File: src/rtl/ms_fpu_mul_div.sv
// ms_fpu_mul_div: iterative 24-bit mantissa shift-add multiplier / restoring divider for the FPU MulDiv port.
module ms_fpu_mul_div #(
   parameter int CMulBits = 24,
   parameter int CDivBits = 29
) (
   input  logic        AClkH,
   input  logic        AResetH,
   input  logic        AClkHEn,
   input  logic [31:0] AMulDivDataS,
   input  logic [31:0] AMulDivDataD,
   input  logic [1:0]  AMulDivStart,
   output logic [31:0] AMulDivDataR,
   output logic [31:0] AMulDivDataH,
   output logic        AMulDivWrEn,
   output logic        ABusy
);
   typedef enum logic [1:0] {Idle, Mul, Div, Done} stateT;
   stateT       state;
   logic [4:0]  cnt;
   logic [23:0] opS, opD, mulHi, mulLo;
   logic [24:0] divRem;
   logic [28:0] quo;
   logic        divErr;
   logic [24:0] mulSum, divSub;
   logic [47:0] prod;
   logic        divGe, startMul, startDiv, startBoth;
   logic        unusedBits;
   assign unusedBits = ^{AMulDivDataS[31:24], AMulDivDataD[31:24]};
   assign startMul   = AMulDivStart == 2'b01;
   assign startDiv   = AMulDivStart == 2'b10;
   assign startBoth  = AMulDivStart == 2'b11;
   // Multiplier shifts out of mulLo while the running sum enters at the top.
   assign mulSum = {1'b0, mulHi} + (mulLo[0] ? {1'b0, opD} : 25'd0);
   assign prod   = {mulSum[24:1], mulSum[0], mulLo[23:1]};
   assign divGe  = divRem >= {1'b0, opS};
   assign divSub = divGe ? divRem - {1'b0, opS} : divRem;
   always_ff @(posedge AClkH or posedge AResetH)
      if (AResetH) begin
         state        <= Idle;
         cnt          <= '0;
         opS          <= '0;
         opD          <= '0;
         mulHi        <= '0;
         mulLo        <= '0;
         divRem       <= '0;
         quo          <= '0;
         divErr       <= 1'b0;
         AMulDivDataR <= '0;
         AMulDivDataH <= '0;
         AMulDivWrEn  <= 1'b0;
         ABusy        <= 1'b0;
      end else if (AClkHEn) begin
         AMulDivWrEn <= 1'b0;
         ABusy       <= 1'b0;
         if (startMul || startDiv) begin
            state  <= startMul ? Mul : Div;
            cnt    <= '0;
            opS    <= AMulDivDataS[23:0];
            opD    <= AMulDivDataD[23:0];
            mulHi  <= '0;
            mulLo  <= AMulDivDataS[23:0];
            divRem <= {1'b0, AMulDivDataD[23:0]};
            quo    <= '0;
            divErr <= AMulDivDataS[23:0] == 24'd0 || {1'b0, AMulDivDataD[23:0]} >= {AMulDivDataS[23:0], 1'b0};
            ABusy  <= 1'b1;
         end else if (startBoth) begin
            state <= Idle;
         end else begin
            case (state)
               Mul: begin
                  mulHi <= mulSum[24:1];
                  mulLo <= {mulSum[0], mulLo[23:1]};
                  cnt   <= cnt + 5'd1;
                  if (cnt == 5'(CMulBits - 1)) begin
                     state        <= Done;
                     AMulDivDataR <= {3'b0, prod[47:19]};
                     AMulDivDataH <= {31'b0, |prod[18:0]};
                     AMulDivWrEn  <= 1'b1;
                  end else ABusy <= 1'b1;
               end
               Div: begin
                  divRem <= {divSub[23:0], 1'b0};
                  quo    <= {quo[27:0], divGe};
                  cnt    <= cnt + 5'd1;
                  if (cnt == 5'(CDivBits - 1)) begin
                     state        <= Done;
                     AMulDivDataR <= divErr ? 32'h1FFFFFFF : {3'b0, quo[27:0], divGe};
                     AMulDivDataH <= divErr ? 32'hFFFFFFFF : {8'b0, divSub[23:0]};
                     AMulDivWrEn  <= 1'b1;
                  end else ABusy <= 1'b1;
               end
               Done:    state <= Idle;
               default: state <= Idle;
            endcase
         end
      end
endmodule

File: config.mk
export PLATFORM = sky130hd
export DESIGN_NAME = ms_fpu_mul_div
export DESIGN_NICKNAME = d
export VERILOG_FILES = /design/src/rtl/ms_fpu_mul_div.sv
export SDC_FILE = /design/constraint.sdc
export NUM_CORES = 1
export LEC_CHECK = 0
export ABC_AREA = 1
export CAP_MARGIN = 30
export CORE_ASPECT_RATIO = 1.75
export CORE_MARGIN = 4
export CORE_UTILIZATION = 26
export CTS_CLUSTER_DIAMETER = 80
export DETAILED_ROUTE_END_ITERATION = 10
export DONT_BUFFER_PORTS = 1
export GPL_ROUTABILITY_DRIVEN = 0
export SKIP_CTS_REPAIR_TIMING = 1
export SLEW_MARGIN = 10
export SYNTH_ARGS = -nofsm -noshare
export SYNTH_HDL_FRONTEND = slang
export SYNTH_SLANG_ARGS = --single-unit
File: constraint.sdc
create_clock -name AClkH -period 8.3 [get_ports AClkH]
set_input_delay 0.83 -clock AClkH [delete_from_list [all_inputs] [get_ports AClkH]]
set_output_delay 0.83 -clock AClkH [all_outputs]
set_load 0.01 [all_outputs]
==> metrics.txt <==
startpoint types=primary input; Syn. warnings=0; WL met2=25.7 mm; Slew @ Worst Pin=0.887 ns; Psw=2640 uW; RSZ-0062 raised after global routing=no; Clock Tree Buf Depth=3; mux share of post-synthesis cell area=0; CP max FO=48; Critical Path RT=8.74 ns; clock group share of total power=0.194; Final Critical Period=3.33 ns; first-pass GRT wire length=71.8 mm; Max Clock Freq=0.300 GHz; drt via density=4.89; Num CTS Buffers=20; Synth Area in Compound Gates=0.122; final core occ=0.289; FF+latch area=5330 sq um; post-synth design cell area=13600 sq um; mean area per synthesized cell=7.04 sq um; synthesis-to-layout area growth=9.89%; GRT Util Overall=0.165; internal power=2760 uW; Peak supply drop=0.000119 V; Synth cell types=43; switch share=0.488; Mapped Cells=1927; Reg-to-Reg Start=opS[19]; total power=5400 uW; largest family of logic cells by synthesized area=simple AND/OR/NAND/NOR gates; crit path DAT=3.77 ns; total gr overflow=0; die area=56000 sq um; DR vias=12600; Clock Skews=0.0228 ns; WL per Instance=18.7 microns; M1 WL=15.5 mm; register bit total from synthesis=213; fin. max-slew vios=0; Final nets=2038; vias in the first global route=12500; count of TritonRoute iterations in the first routing pass=5; Crit Path Category=in -> reg; Area after DPL=14200 sq um; initial antenna violation count=0; Core ar.=51500 sq um; ANT nets after route=0; ratio of cells with drive above 1 in the final layout=0.0368; Min-Delay Path Class=in -> async; uppermost layer routed=met4; post-synthesis adder-cell area fraction=0.0749; routed wire length=48.1 mm; met3 routed wirelength=2.07 mm; CP endpoint kind=flip-flop; # IOs=135; final non-filler cell area=14900 sq um; slew margin rel.=0.409; fillers=5678; CTS root buf=clkbuf_16; CTS HTree Levels=1; worst-skew pair later-pin latency=0.53 ns; Leak=0.00793 uW; Final Hold Viols=0; Seq pwr share=0.315; DR iter-0 viols=846; CTS tree=done; Period Utilization, post-route=0.402; Sinks on Clock Net=213; Reg clk slew, reported paths=0.07 ns; Final HPWL DP=37.8 mm; largest net degree at the start of global routing=107; XOR/XNOR Fraction of Synth Area=0.0123; Max Cap Violations=0; Setup crit start=AMulDivStart[1]; initial core utilization=0.263; fraction of the mapped netlist area in simple logic gates=0.292; Setup TNS Final=0 ns; port buffer count=0; Die Wd=181 microns; Finish-stage setup viols=0; PwrDens=362 nW/um^2; Die H=310 microns; row count=110; Comb pwr share=0.491; # DRC=0; sequential share of the synthesized area=0.393; outcome=finished, final reports clean; area of the multi-input gates=6820 sq um
## power groups by stage
stage	clock, uW	sequential (uW)	combinational [uW]
final	1050	1700	2650
after global routing	1110	1740	2950
after CTS	1070	1710	2660
after detailed placement	0	1720	2650
after global placement	0	1710	2630
after floorplan	0	1610	1850
## critical path, cell delays in order
cell and delay (ns):
inv_1 0.04, ha_2 0.54, buf_4 0.52, inv_1 0.14, a21oi_2 0.14, buf_4 0.35, inv_1 0.08, buf_4 0.29
nor2_1 0.31, inv_2 0.27, o22ai_1 0.21
## per-layer routing
| metal | global-route usage | vias to the layer above |
|---|---|---|
| met3 | 0.0260 | 145 |
| met2 | 0.320 | 370 |
| met1 | 0.148 | 5987 |
| met4 | 0.137 | 0 |
| li1 | - | 6102 |
| met5 | 0 | - |
## synth_stat cells
master / number / area [sq um]
o22ai_1: 34 / 213
xor2_1: 14 / 123
a31o_2: 1 / 8.76
nor3_2: 1 / 10.0
conb_1: 1 / 3.75
a21oi_4: 1 / 16.3
ha_1: 78 / 976
buf_4: 10 / 75.1
nor4_1: 5 / 31.3
a21oi_1: 102 / 510
nand4_1: 54 / 338
nor3b_1: 1 / 7.51
nor2_1: 88 / 330
nand2_1: 667 / 2500
dfrtp_1: 213 / 5330
a21o_1: 4 / 30.0
and3_1: 1 / 6.26
and2_1: 2 / 12.5
inv_1: 276 / 1040
o21a_1: 3 / 22.5
o21ai_1: 4 / 20.0
inv_2: 8 / 30.0
nor2_2: 1 / 6.26
a22o_1: 2 / 17.5
buf_1: 7 / 26.3
nand2_2: 3 / 18.8
o21bai_1: 2 / 15.0
nand4_4: 1 / 21.3
o21ai_0: 113 / 566
o211ai_1: 17 / 128
nand3b_1: 6 / 45.0
or2_2: 1 / 6.26
clkbuf_1: 43 / 161
nand3_4: 1 / 17.5
nor3_1: 15 / 75.1
buf_6: 2 / 22.5
clkinv_1: 1 / 3.75
buf_2: 15 / 75.1
xnor2_1: 5 / 43.8
nand3_1: 106 / 531
fa_1: 2 / 40.0
a31oi_1: 14 / 87.6
o221ai_1: 2 / 17.5
## path summary, 6_finish.rpt
check                              endpoint  slack (ns)  depth (start not counted)
setup / recovery                    quo[20]        4.97                         11
hold / removal                    mulLo[10]        0.27                          1
setup reg to reg            AMulDivDataH[3]        5.02                         12
hold reg to reg                     opD[10]        0.49                          2
max in group asynchronous  AMulDivDataR[23]        6.60                          2
min in group AClkH                mulLo[18]        0.44                          2
## per-stage QoR
stage	setup slack, ns	hold WS (ns)	std cells
2_1_floorplan	1.65	0.453	1929
5_1_grt	4.75	0.336	2575
3_5_place_dp	4.47	0.474	2539
3_3_place_gp	4.57	0.468	2539
6_report	4.97	0.267	2576
4_1_cts	5.02	0.323	2575
## final cells by class
class                      instances  share of cell area
clock buffer                      27              0.0374
clock inverter                     9              0.0109
tap                              672              0.0564
sequential                       213               0.358
antenna                            1            0.000168
multi-input combinational       1354               0.458
inverter                         285              0.0723
timing repair buffer              15             0.00756
## registers in the layout, summed over array words and instances, names as in the netlist, 2 cells and up
name and flops:
cnt 5, AMulDivDataH 25, opS 24, mulLo 24
state 2, quo 28, AMulDivDataR 29, mulHi 24
divRem 25, opD 24
## logic make-up (layout without fill, tap and decap cells)
group,after synthesis,count (layout)
compound gates,299,299
buf+inv,362,336
flops,213,213
other cells,1,4
simple gates,953,953
xor+xnor,19,19
fa+ha+maj,80,80
## cell usage in the layout (no fill, tap or decap), drive strengths merged
| master | synthesis | layout |
|---|---|---|
| a21o | 4 | 4 |
| a21oi | 103 | 103 |
| a22o | 2 | 2 |
| a31o | 1 | 1 |
| a31oi | 14 | 14 |
| and2 | 2 | 2 |
| and3 | 1 | 1 |
| buf | 34 | 15 |
| bufinv | 0 | 4 |
| clkbuf | 43 | 27 |
| clkinv | 1 | 5 |
| conb | 1 | 3 |
| dfrtp | 213 | 213 |
| diode | 0 | 1 |
| fa | 2 | 2 |
| ha | 78 | 78 |
| inv | 284 | 285 |
| nand2 | 670 | 670 |
| nand3 | 107 | 107 |
| nand3b | 6 | 6 |
| nand4 | 55 | 55 |
| nor2 | 89 | 89 |
| nor3 | 16 | 16 |
| nor3b | 1 | 1 |
| nor4 | 5 | 5 |
| o211ai | 17 | 17 |
| o21a | 3 | 3 |
| o21ai | 117 | 117 |
| o21bai | 2 | 2 |
| o221ai | 2 | 2 |
| o22ai | 34 | 34 |
| or2 | 1 | 1 |
| xnor2 | 5 | 5 |
| xor2 | 14 | 14 |
Note: power is estimated with default switching activity, not from simulation.
